==> config.mk <==
export PLATFORM = sky130hd
export DESIGN_NAME = mac_array_acc
export DESIGN_NICKNAME = d
export VERILOG_FILES = /design/src/rtl/mac_array_acc.sv
export SDC_FILE = /design/constraint.sdc
export NUM_CORES = 1
export LEC_CHECK = 0
export CORE_MARGIN = 8
export CORE_UTILIZATION = 49
export DETAILED_ROUTE_END_ITERATION = 6
export DONT_BUFFER_PORTS = 1
export SLEW_MARGIN = 20
export SYNTH_ARGS = -nofsm -noshare
export SYNTH_HDL_FRONTEND = slang
export SYNTH_SLANG_ARGS = --single-unit
==> constraint.sdc <==
create_clock -name clk -period 9.7 [get_ports clk]
set_input_delay 0.97 -clock clk [delete_from_list [all_inputs] [get_ports clk]]
set_output_delay 0.97 -clock clk [all_outputs]
set_load 0.1 [all_outputs]
==> src/rtl/mac_array_acc.sv <==
// Mixed-precision (int8/int4/binary) dot-product engine with saturating running accumulator.
// Latency 2 cycles from last-beat accept to out_valid; a held result (out_valid && !out_ready) stalls every stage and drops in_ready.
module mac_array_acc #(
  parameter int NUM_PE = 4,
  parameter int ACC_W  = 32
) (
  input  logic                  clk,
  input  logic                  rst,
  input  logic                  clr,
  input  logic                  in_valid,
  output logic                  in_ready,
  input  logic                  in_last,
  input  logic [1:0]            prec,
  input  logic [NUM_PE*8-1:0]   a8,
  input  logic [NUM_PE*8-1:0]   b8,
  input  logic [NUM_PE*4-1:0]   a4,
  input  logic [NUM_PE*4-1:0]   b4,
  input  logic [NUM_PE-1:0]     ab,
  input  logic [NUM_PE-1:0]     bb,
  output logic                  out_valid,
  input  logic                  out_ready,
  output logic [ACC_W-1:0]      out_acc,
  output logic                  out_sat
);

  localparam int SUM_W = 17 + $clog2(NUM_PE);
  localparam int TW    = ACC_W + 1;
  localparam logic [ACC_W-1:0] ACC_MAX = {1'b0, {(ACC_W-1){1'b1}}};
  localparam logic [ACC_W-1:0] ACC_MIN = {1'b1, {(ACC_W-1){1'b0}}};

  typedef struct packed {
    logic                   vld;
    logic                   last;
    logic [NUM_PE-1:0][15:0] prod;
  } s1_t;

  s1_t                      s1;
  logic [NUM_PE-1:0][15:0]  prod_d;
  logic signed [SUM_W-1:0]  sum;
  logic signed [TW-1:0]     t;
  logic signed [ACC_W-1:0]  acc;
  logic signed [ACC_W-1:0]  sat_t;
  logic                     clip;
  logic                     sticky;
  logic                     en;
  logic                     accept;

  function automatic logic [15:0] pe_prod(
    input logic [1:0] p,
    input logic [7:0] x8,
    input logic [7:0] y8,
    input logic [3:0] x4,
    input logic [3:0] y4,
    input logic       xb,
    input logic       yb
  );
    logic signed [15:0] r;
    logic signed [7:0]  p4;
    r  = '0;
    p4 = 8'($signed(x4)) * 8'($signed(y4));
    case (p)
      2'd0:    r = 16'($signed(x8)) * 16'($signed(y8));
      2'd1:    r = 16'(p4);
      2'd2:    r = (xb == yb) ? 16'h0001 : 16'hFFFF;
      default: r = '0;
    endcase
    return r;
  endfunction

  assign en       = !(out_valid && !out_ready);
  assign in_ready = !clr && en;
  assign accept   = in_valid && in_ready;

  always_comb begin
    prod_d = '0;
    for (int i = 0; i < NUM_PE; i++) begin
      prod_d[i] = pe_prod(prec, a8[8*i +: 8], b8[8*i +: 8], a4[4*i +: 4], b4[4*i +: 4], ab[i], bb[i]);
    end
  end

  // Sum is sized so it can never overflow; only the accumulate step can clip.
  always_comb begin
    sum = '0;
    for (int i = 0; i < NUM_PE; i++) begin
      sum = sum + SUM_W'($signed(s1.prod[i]));
    end
  end

  always_comb begin
    t     = TW'(acc) + TW'(sum);
    clip  = t[ACC_W] ^ t[ACC_W-1];
    sat_t = t[ACC_W-1:0];
    if (clip) begin
      sat_t = t[ACC_W] ? ACC_MIN : ACC_MAX;
    end
  end

  always_ff @(posedge clk or posedge rst) begin
    if (rst) begin
      s1 <= '0;
    end else if (clr) begin
      s1 <= '0;
    end else if (en) begin
      s1.vld <= accept;
      if (accept) begin
        s1.last <= in_last;
        s1.prod <= prod_d;
      end
    end
  end

  always_ff @(posedge clk or posedge rst) begin
    if (rst) begin
      acc       <= '0;
      sticky    <= 1'b0;
      out_valid <= 1'b0;
      out_acc   <= '0;
      out_sat   <= 1'b0;
    end else if (clr) begin
      acc       <= '0;
      sticky    <= 1'b0;
      out_valid <= 1'b0;
      out_acc   <= '0;
      out_sat   <= 1'b0;
    end else begin
      if (out_valid && out_ready) begin
        out_valid <= 1'b0;
      end
      if (en && s1.vld) begin
        if (s1.last) begin
          // Closing beat: publish and restart clean so vectors can run back-to-back.
          out_acc   <= sat_t;
          out_sat   <= sticky | clip;
          out_valid <= 1'b1;
          acc       <= '0;
          sticky    <= 1'b0;
        end else begin
          acc    <= sat_t;
          sticky <= sticky | clip;
        end
      end
    end
  end

endmodule

==> impl_results.md <==
- Class of the tightest hold or removal check: input pin to asynchronous set/reset pin
- FF/Latch Area: 3330 um2
- Number of distinct library cells after synthesis: 61
- Area fraction of the dominant cell type after synthesis: 30.5%
- Later-pin clock latency in the skew report: 0.43 ns
- Kind of start point of the critical path: flip-flop
- Initial core utilization: 49.1%
- Total number of vias: 14,750
- Fraction of layout instances using a drive strength above 1: 2.80%
- Fraction of the yosys area taken by sequential cells: 15.9%
- Top Family by Delay on Critical Path: adder cells
- Post-layout power: 5730 uW
- Initial antenna violation count: 0
- Count of H-tree levels built during CTS: 4
- Weighted congestion reported at the end of routability-driven placement: 0.894
- FMAX: 160 MHz
- Count of yosys warnings during synthesis: 0
- Total Negative Setup Slacks: 0 ns
- Ys flop type: sky130_fd_sc_hd__dfrtp_1
- Outcome: completed
- Clock sinks: 133
- Met2 Use GR: 34.9%
- CORE AREA: 42,700 um2
- Basic-gate share of the synthesized area counting and, or, nand and nor cells: 12.1%
- Top cell by count, worst path: sky130_fd_sc_hd__fa_1
- Buffer depth of the longest clock path: 2
- Die outline width: 223 um
- Summed instance area of the synthesized netlist: 21,000 um2
- Final-layout fill cell count: 3,935
- Cell row count: 76
- MaxCap Viol Count: 0
- Post-synthesis instance total: 2,255
- Number of enable flip-flop cells after synthesis: 0
- Cell with the largest stage delay on the worst path: sky130_fd_sc_hd__fa_1
- Die Y-Extent: 223 um
- Critical Path Fanout Max: 17
- Syn_nets: 2,884
- Router iterations before antenna repair: 5
- DRT iter0 DRCs: 721
- Post-CTS Setup Inserts: 0
- Final Max Slew Viols: 0
- Clock buffers created by TritonCTS: 17
- VDD IR max: 172 uV
- Setup skew after layout: 0.0117 ns
- Total stage count of the critical path: 13
- Area growth from synthesis to layout: 5.70%
- Number of antenna repair diodes: 0
- Global-route usage over all layers: 19.6%
- Area contributors post-synth: sky130_fd_sc_hd__fa_1 31%, sky130_fd_sc_hd__dfrtp_1 16%, sky130_fd_sc_hd__ha_1 12%
- Cells traversed along the worst timing path: fa_1, fa_1, fa_1, ha_1, and3_1, and2_1, o21ai_0, nand2b_1, a41oi_2, o41ai_2, xor2_1, and3_1, a221o_1
- Count of buffer and inverter cells on the critical path: 0
- Register bit count reported by yosys: 133
- Area of the die: 49,700 um2
- Worst reg2reg path depth: 13
- First-pass GRT wire length: 80,600 um
- CTS tree: built
- Max-slew headroom at the worst pin: 22.4%
- Critical path endpoint category: flip-flop
- Synth Area in Compound Gates: 12.6%
- Total routed wirelength: 46,700 um
- Area share of xor/xnor cells in the synthesized design: 5.39%
- M3 GR Usage: 2.47%
- Number of remaining DRC errors: 0
- Final antenna-violating net count: 0
- Count of endpoints failing hold in the final timing report: 0
- Cell accounting for the most synthesized area: sky130_fd_sc_hd__fa_1
- Buffer type at the clock tree root: sky130_fd_sc_hd__clkbuf_16
- Final Util: 51.9%
- Number of I/O port buffers: 0
- Largest incremental delay on the critical path: 1.18 ns
- Average size of a mapped cell: 9.30 um2
- Required time reported for the critical path endpoint: 10.06 ns
- Average vias per placed instance: 5.28
- Area taken by multi-input logic gates: 15,500 um2
- Pin count of the biggest net entering global routing: 79
- Adder-Cell Fraction of Synth Area: 42.6%
- Half-perimeter wire length after detailed placement: 39,100 um
- Global routing met1 resource utilization: 25.7%
- Period Utilization, post-route: 64.3%
- RSZ-0062 raised after global routing: false
- Total power per unit cell area: 258 nW/um2
- Minimum clock period after layout: 6.24 ns
- Dominant combinational cell family by area after synthesis: adder cells
- Share of synthesized registers carrying an async set or reset: 100%
- Gr ovfl total: 0
- Data arrival time of the worst path: 6.59 ns
- Total I/O pin count: 147
- Static leakage power: 0.0114 uW
- Final setup violating endpoints: 0
- CTS hold repair buffers: 0
- Wire length per cell: 16.7 um
- Clock-pin transition on the worst setup and hold timing paths: 0.06 ns
- Vias in the first global route: 16,000
- Top cells by instance count after synthesis: 533 x sky130_fd_sc_hd__inv_1, 320 x sky130_fd_sc_hd__fa_1, 197 x sky130_fd_sc_hd__and2_1, 197 x sky130_fd_sc_hd__ha_1, 150 x sky130_fd_sc_hd__nand2_1
- Quantity of gates resized following cts: 0
- Multiplexer share of the synthesized area: 0.841%
- Total number of nets in the final design: 2,864
- Critical path start-end classification: flip-flop to flip-flop
- Slew @ Worst Pin: 1.16 ns
- Top-count cell post-synth: sky130_fd_sc_hd__inv_1
- Most used routing layer: met2
## through the flow
| stage | setup slack (ns) | hold WS (ns) | instances | area [um2] |
|---|---|---|---|---|
| final | 3.46 | 0.439 | 2793 | 22200 |
| after global routing | 3.04 | 0.466 | 2793 | 22200 |
| after CTS | 3.47 | 0.453 | 2793 | 22200 |
| after detailed placement | 3.49 | 0.471 | 2762 | 21500 |
| after global placement | 3.61 | 0.465 | 2762 | 21500 |
| after floorplan | 4.52 | 0.450 | 2255 | 21000 |
## layout by cell type (no fill, tap or decap), drive strengths merged, types with 3 or more instances in the layout
master    count
a21o         39
a21oi       103
a221o        49
a22o         46
a31oi         9
a41oi         3
and2        197
and3          5
buf          10
bufinv        3
clkbuf       19
clkinv        3
clkinvlp      4
dfrtp       133
fa          320
ha          197
inv         535
maj3          6
mux2          5
mux2i        12
nand2       150
nand2b       22
nand3        13
nand4         3
nor2         38
nor2b        32
nor3         12
nor3b         3
o211ai        3
o21a          8
o21ai       103
o21bai        7
o41ai         4
xnor2       105
xor2         24
## routing by layer
layer,vias to the layer above,part of all wire [%]
met5,-,0
met4,0,1.3
met3,39,3.8
met2,241,50
met1,7425,45
li1,7045,-
## path summary, 6_finish.rpt
check	from	end	slack (ns)
worst max-delay path	s1[15]	acc[16]	3.46
worst min-delay path	rst	out_valid	0.44
worst max register to register	s1[15]	acc[16]	3.46
worst min register to register	s1[43]	s1[43]	0.48
max in group asynchronous	rst	acc[14]	8.16
min in group clk	s1[43]	s1[43]	0.48
## state kept, by name (all words and copies together) (netlist names)
name / cells
s1: 66
acc: 32
out_acc: 32
out_sat: 1
out_valid: 1
sticky: 1
## layout make-up
cell class,instances,area share [%]
Multi-Input combinational cell,1540,69.8
Clock buffer,19,2.04
Clock inverter,12,0.688
Timing Repair Buffer,10,0.355
Inverter,533,9.04
Tap cell,546,3.08
Sequential cell,133,15.0
## report_power, final
part | leakage, uW | switching [uW] | internal (uW) | total, uW
registers | 0.00182 | 236 | 649 | 884
clock network | 0.000288 | 260 | 416 | 676
logic | 0.00934 | 2480 | 1690 | 4170
total | 0.0114 | 2970 | 2750 | 5730
## kinds of logic (layout without fill, tap and decap cells)
kind of cell               count (synthesis)  in the layout
xor gates and xnor gates                 129            129
muxes                                     17             17
DFF                                      133            133
adders and majority gates                523            523
and+or+nand+nor                          482            482
buffers and inverters                    582            574
AOI/OAI and AO/OA                        389            389
(Power assumes the default switching activity.)
